===== config.mk =====
export PLATFORM = sky130hd
export DESIGN_NAME = mem_bus_ctrl
export DESIGN_NICKNAME = d
export VERILOG_FILES = /design/src/rtl/mem_bus_ctrl.sv
export SDC_FILE = /design/constraint.sdc
export NUM_CORES = 1
export LEC_CHECK = 0
export ABC_AREA = 1
export CAP_MARGIN = 30
export CORE_MARGIN = 2
export CORE_UTILIZATION = 33
export DETAILED_ROUTE_END_ITERATION = 7
export GPL_TIMING_DRIVEN = 0
export PLACE_DENSITY_LB_ADDON = 0.25
export SLEW_MARGIN = 20
export SYNTH_ARGS = -nofsm -noshare
export SYNTH_HDL_FRONTEND = slang
export SYNTH_SLANG_ARGS = --single-unit
export TNS_END_PERCENT = 30

===== constraint.sdc =====
create_clock -name i_clk -period 3.8 [get_ports i_clk]
set_input_delay 0.76 -clock i_clk [delete_from_list [all_inputs] [get_ports i_clk]]
set_output_delay 0.76 -clock i_clk [all_outputs]
set_load 0.02 [all_outputs]

===== src/rtl/mem_bus_ctrl.sv =====
// mem_bus_ctrl: sequences one read or write per request against an asynchronous
// EN/RW/MFC memory, with a 2-flop MFC synchroniser and a per-phase timeout.
module mem_bus_ctrl #(
   parameter int DW        = 16,
   parameter int AW        = 16,
   parameter int TIMEOUT   = 64,
   parameter int SETUP_CYC = 1
) (
   input  logic          i_clk,
   input  logic          i_rst_n,
   input  logic          i_req,
   input  logic          i_we,
   input  logic [AW-1:0] i_addr,
   input  logic [DW-1:0] i_wdata,
   output logic          o_busy,
   output logic          o_done,
   output logic          o_err,
   output logic [DW-1:0] o_rdata,
   output logic [AW-1:0] o_mar_to_mem,
   output logic [DW-1:0] o_mdr_to_mem,
   input  logic [DW-1:0] i_mem_to_mdr,
   output logic          o_rw,
   output logic          o_en,
   input  logic          i_mfc
);
   localparam int CW = $clog2(TIMEOUT + 1);
   localparam int SW = $clog2(SETUP_CYC + 1);

   typedef enum logic [2:0] {S_IDLE, S_SETUP, S_STROBE, S_RELEASE, S_DONE} state_t;

   state_t        r_state, w_state_nxt;
   logic [AW-1:0] r_mar, w_mar_nxt;
   logic [DW-1:0] r_mdr, w_mdr_nxt;
   logic          r_rw, w_rw_nxt;
   logic          r_en, w_en_nxt;
   logic          r_err, w_err_nxt;
   logic [CW-1:0] r_cnt, w_cnt_nxt;
   logic [SW-1:0] r_scnt, w_scnt_nxt;
   logic          r_mfc_meta, r_mfc_s;
   logic          w_cnt_last, w_setup_last;

   assign w_cnt_last   = r_cnt == CW'(TIMEOUT - 1);
   assign w_setup_last = r_scnt == SW'(SETUP_CYC - 1);

   assign o_busy       = r_state != S_IDLE;
   assign o_done       = r_state == S_DONE;
   assign o_err        = r_err;
   assign o_rdata      = r_mdr;
   assign o_mar_to_mem = r_mar;
   assign o_mdr_to_mem = r_mdr;
   assign o_rw         = r_rw;
   assign o_en         = r_en;

   always_ff @(posedge i_clk or negedge i_rst_n) begin
      if (!i_rst_n) begin
         r_state    <= S_IDLE;
         r_mar      <= '0;
         r_mdr      <= '0;
         r_rw       <= 1'b1;
         r_en       <= 1'b0;
         r_err      <= 1'b0;
         r_cnt      <= '0;
         r_scnt     <= '0;
         r_mfc_meta <= 1'b0;
         r_mfc_s    <= 1'b0;
      end else begin
         r_state    <= w_state_nxt;
         r_mar      <= w_mar_nxt;
         r_mdr      <= w_mdr_nxt;
         r_rw       <= w_rw_nxt;
         r_en       <= w_en_nxt;
         r_err      <= w_err_nxt;
         r_cnt      <= w_cnt_nxt;
         r_scnt     <= w_scnt_nxt;
         r_mfc_meta <= i_mfc;
         r_mfc_s    <= r_mfc_meta;
      end
   end

   // en is only ever set/cleared on state transitions so it stays a clean register output
   always_comb begin
      w_state_nxt = r_state;
      w_mar_nxt   = r_mar;
      w_mdr_nxt   = r_mdr;
      w_rw_nxt    = r_rw;
      w_en_nxt    = r_en;
      w_err_nxt   = r_err;
      w_cnt_nxt   = r_cnt;
      w_scnt_nxt  = r_scnt;
      case (r_state)
         S_IDLE:
            if (i_req) begin
               w_mar_nxt   = i_addr;
               w_rw_nxt    = ~i_we;
               w_mdr_nxt   = i_we ? i_wdata : r_mdr;
               w_err_nxt   = 1'b0;
               w_scnt_nxt  = '0;
               w_state_nxt = S_SETUP;
            end
         S_SETUP: begin
            w_scnt_nxt = r_scnt + SW'(1);
            if (w_setup_last) begin
               w_en_nxt    = 1'b1;
               w_cnt_nxt   = '0;
               w_state_nxt = S_STROBE;
            end
         end
         S_STROBE: begin
            w_cnt_nxt = r_cnt + CW'(1);
            if (r_mfc_s) begin
               w_mdr_nxt   = r_rw ? i_mem_to_mdr : r_mdr;
               w_en_nxt    = 1'b0;
               w_cnt_nxt   = '0;
               w_state_nxt = S_RELEASE;
            end else if (w_cnt_last) begin
               w_en_nxt    = 1'b0;
               w_err_nxt   = 1'b1;
               w_cnt_nxt   = '0;
               w_state_nxt = S_RELEASE;
            end
         end
         S_RELEASE: begin
            w_cnt_nxt = r_cnt + CW'(1);
            if (!r_mfc_s) begin
               w_cnt_nxt   = '0;
               w_state_nxt = S_DONE;
            end else if (w_cnt_last) begin
               w_err_nxt   = 1'b1;
               w_cnt_nxt   = '0;
               w_state_nxt = S_DONE;
            end
         end
         S_DONE:
            w_state_nxt = S_IDLE;
         default: begin
            w_en_nxt    = 1'b0;
            w_state_nxt = S_IDLE;
         end
      endcase
   end
endmodule


==> flow_metrics.py, run 1 <==
metrics = {
    "timing": {
        "fin_tns_setup_ns": 0,
        "fmax_mhz": 396,
        "relSlewSlack_pct": 71.1,
        "fin_crit_sh_pct": 66.4,
        "tightest_slew_ns": 0.433,
        "grt_setup_unrepaired": "no",
        "fin_skew_ns": 0.0110,
        "fin_worst_hold_slack_ns": 0.363,
        "slew_violations": 0,
        "finalSetupViolCount": 0,
        "finalHoldViolCount": 0,
        "min_period_ns": 2.52,
    },
    "cts": {
        "clk_path_buf_depth": 2,
        "cts_tree": "yes",
        "h-tree-depth": 2,
        "clock_sink_count": 48,
        "postCtsSetupBuffers": 0,
        "cts_resized": 0,
        "clkTransAtPathRegs_ns": 0.08,
        "clk_latency_ns": 0.30,
        "cts-root-buf": "clkbuf_8",
        "numCtsBuffers": 5,
        "hold_buffers": 0,
    },
    "floorplan": {
        "die_w_um": 92.2,
        "start_util_pct": 33.5,
        "ios": 106,
        "rows": 32,
        "die_height_um": 92.2,
        "dieArea_um2": 8490,
        "fp.coreArea_um2": 7650,
    },
    "global_routing": {
        "grt_start_max_net_pins": 32,
        "antenna_found_initial": 0,
        "overflow": 0,
        "grt_pass1_wl_um": 10700,
        "grt_pass1_vias": 2323,
        "track_usage_pct": 15.4,
    },
    "setup_path": {
        "crit_required_ns": 3.04,
        "worstSetupPathType": "flip-flop to output pin",
        "crit_path_end_kind": "output pin",
        "cp_max_fo": 4,
        "arrival_ns": 1.76,
        "start_kind": "flip-flop",
    },
    "logic_synthesis": {
        "synth.cell_area_um2": 2560,
        "ys_ff_latch": 48,
        "synth_top_area_share_pct": 45.9,
        "avgSynthCellArea_um2": 7.94,
        "syn_inst": 323,
        "ys_seq_area_share_pct": 46.9,
        "ys_types": 27,
        "synth_nets": 377,
        "yosys_warnings": 0,
        "synthTopCellsByArea": "dfrtp_1 (46%), nand2_1 (17%), nand3_1 (6.2%)",
        "yosysTopAreaCell": "dfrtp_1",
    },
    "route": {
        "routed_wl_um": 6070,
        "routed_via_density": 4.32,
        "routed-via-count": 2330,
        "post-route-drc-count": 0,
        "antenna_left": 0,
        "dr.pass1.iters": 4,
        "wl_per_cell_um": 11.3,
        "drt_first_iter_violations": 75,
    },
    "power": {
        "leakage_nw": 1.91,
        "p_per_area_nw_per_um2": 855,
        "ir_worst_vdd_v": 0.000418,
    },
    "placement": {
        "port_buffers": 105,
        "hpwlAfterDp_um": 4700,
        "placed_area_um2": 3760,
        "place_inst": 531,
        "gp_congestion": 0.842,
    },
    "layout": {
        "finalNonFillerCells": 539,
        "antenna_cells": 0,
        "fin_area_um2": 3870,
        "syn_to_final_growth_pct": 50.9,
        "fin_nets": 490,
        "drive_gt1_share_pct": 13.7,
    },
    "worst_hold_path": {
        "min_path_type": "flip-flop to flip-flop",
    },
    "run_status": {
        "status": "finished, final reports clean",
    },
    "job": {
        "timing.max_cap.violations": 0,
    },
}
## where the power goes
group | switching [mW] | internal (mW) | total, mW | leakage (nW)
logic | 1.13 | 0.941 | 2.07 | 1.25
clock network | 0.171 | 0.195 | 0.366 | 0.0541
registers | 0.150 | 0.721 | 0.871 | 0.608
## synthesized netlist by cell type
library cell	number
nand4_1	2
a21oi_1	5
and3_1	1
nor2_8	2
o21ai_0	21
buf_2	1
a21boi_0	1
nand3_1	32
inv_2	3
nor2_4	1
nor2_2	1
inv_4	1
buf_6	4
clkinv_2	1
clkbuf_1	3
nand2_1	116
dfstp_2	1
nand2_8	2
nand2_2	13
nor3_1	2
nor2_1	13
nand3_2	2
dfrtp_1	47
ha_1	1
buf_4	17
buf_12	1
inv_1	29
## kinds of logic (layout without fill, tap and decap cells)
kind of cell | after synthesis | after routing | share of synthesized area (%)
fa+ha+maj | 1 | 1 | 0.488
buf+inv | 60 | 174 | 13.3
flops | 48 | 48 | 46.9
compound gates | 27 | 27 | 5.37
simple gates | 187 | 187 | 34.0
## metrics by stage
stage | power, mW | utilization (%) | setup slack, ns
final | 3.31 | 50.6 | 1.28
after global routing | 3.60 | 50.6 | 1.17
after CTS | 3.36 | 50.6 | 1.23
after detailed placement | 2.98 | 49.1 | 1.56
after global placement | 2.95 | 49.0 | 0.526
after floorplan | 2.19 | - | 2.01
## critical path: stages, from the launching register on
cell,delay (ns)
dfrtp_1,0.49
inv_1,0.13
nor3_1,0.21
clkdlybuf4s50_1,0.64
## final cells by class
class / count / area (um^2)
Sequential cell: 48 / 1200
Inverter: 34 / 131
Multi-Input combinational cell: 215 / 1020
Tap cell: 102 / 128
Clock inverter: 3 / 42.5
Timing Repair Buffer: 106 / 1070
Fill cell: 751 / 3780
Clock buffer: 5 / 68.8
Buffer: 26 / 209
## sequential cells by signal, summed over array words and instances, names as in the netlist
signal,count
o_en,1
r_cnt,7
r_mfc_meta,1
r_state,3
r_scnt,1
o_rw,1
o_mar_to_mem,16
o_mdr_to_mem,16
r_mfc_s,1
o_err,1
## routing by layer
metal / routed length (um) / global-route usage, % / vias up
met3: 559 / 5.18 / 7
li1: - / - / 1213
met5: 0 / 0 / -
met4: 60 / 3.73 / 0
met2: 2750 / 25.8 / 87
met1: 2710 / 19.3 / 1023
## placed cells by master (no fill, tap or decap), types with 2 or more instances in the layout
master / instances
nand2_2: 13
buf_4: 17
nor2_8: 2
nand2_8: 2
clkbuf_8: 5
buf_12: 2
nand4_1: 2
nand3_2: 2
nand3_1: 32
inv_2: 3
inv_1: 29
o21ai_0: 21
dfrtp_1: 47
nor2_1: 13
clkbuf_1: 3
a21oi_1: 5
nor3_1: 2
clkinv_2: 2
buf_2: 2
nand2_1: 116
buf_6: 4
clkdlybuf4s50_1: 104
## final timing paths
path,endpoint,startpoint,slack [ns],depth (start not counted)
worst max-delay path,o_done,r_state[2],1.28,3
worst min-delay path,r_mfc_s,r_mfc_meta,0.36,0
worst max register to register,o_mdr_to_mem[6],r_state[0],2.31,10
worst min register to register,r_mfc_s,r_mfc_meta,0.36,0
max in group asynchronous,o_rw,i_rst_n,2.83,2
min in group asynchronous,o_mar_to_mem[9],i_rst_n,0.39,1
No activity file was read; power rests on OpenSTA's default activity.
==> inputs of run 2 (changes only) <==
- clock period: 3.8 -> 2.55 ns (I/O delays scaled with it)
==> results of run 2 <==
Same layout as run 1 (identical final DEF). Status: finished, final reports clean.
Among the figures that moved: setup slack after placement 1.56 ns -> 0.560 ns; clock-pin slew on the worst setup and hold paths 0.08 ns -> 0.09 ns; setup slack after layout 1.28 ns -> 0.278 ns; hold slack 0.363 ns -> 0.137 ns; register-to-register setup slack 2.31 ns -> 1.06 ns; total power 3.31 mW -> 4.93 mW; worst IR drop on VDD 0.000418 V -> 0.000622 V
==> inputs of run 3 (changes only) <==
- HOLD_SLACK_MARGIN: default -> 0.03
==> results of run 3 <==
Same layout as run 1 (identical final DEF). Status: finished, final reports clean.
Among the figures that moved: setup slack after placement 1.56 ns -> 0.560 ns; clock-pin slew on the worst setup and hold paths 0.08 ns -> 0.09 ns; setup slack after layout 1.28 ns -> 0.278 ns; hold slack 0.363 ns -> 0.137 ns; register-to-register setup slack 2.31 ns -> 1.06 ns; total power 3.31 mW -> 4.93 mW; worst IR drop on VDD 0.000418 V -> 0.000622 V
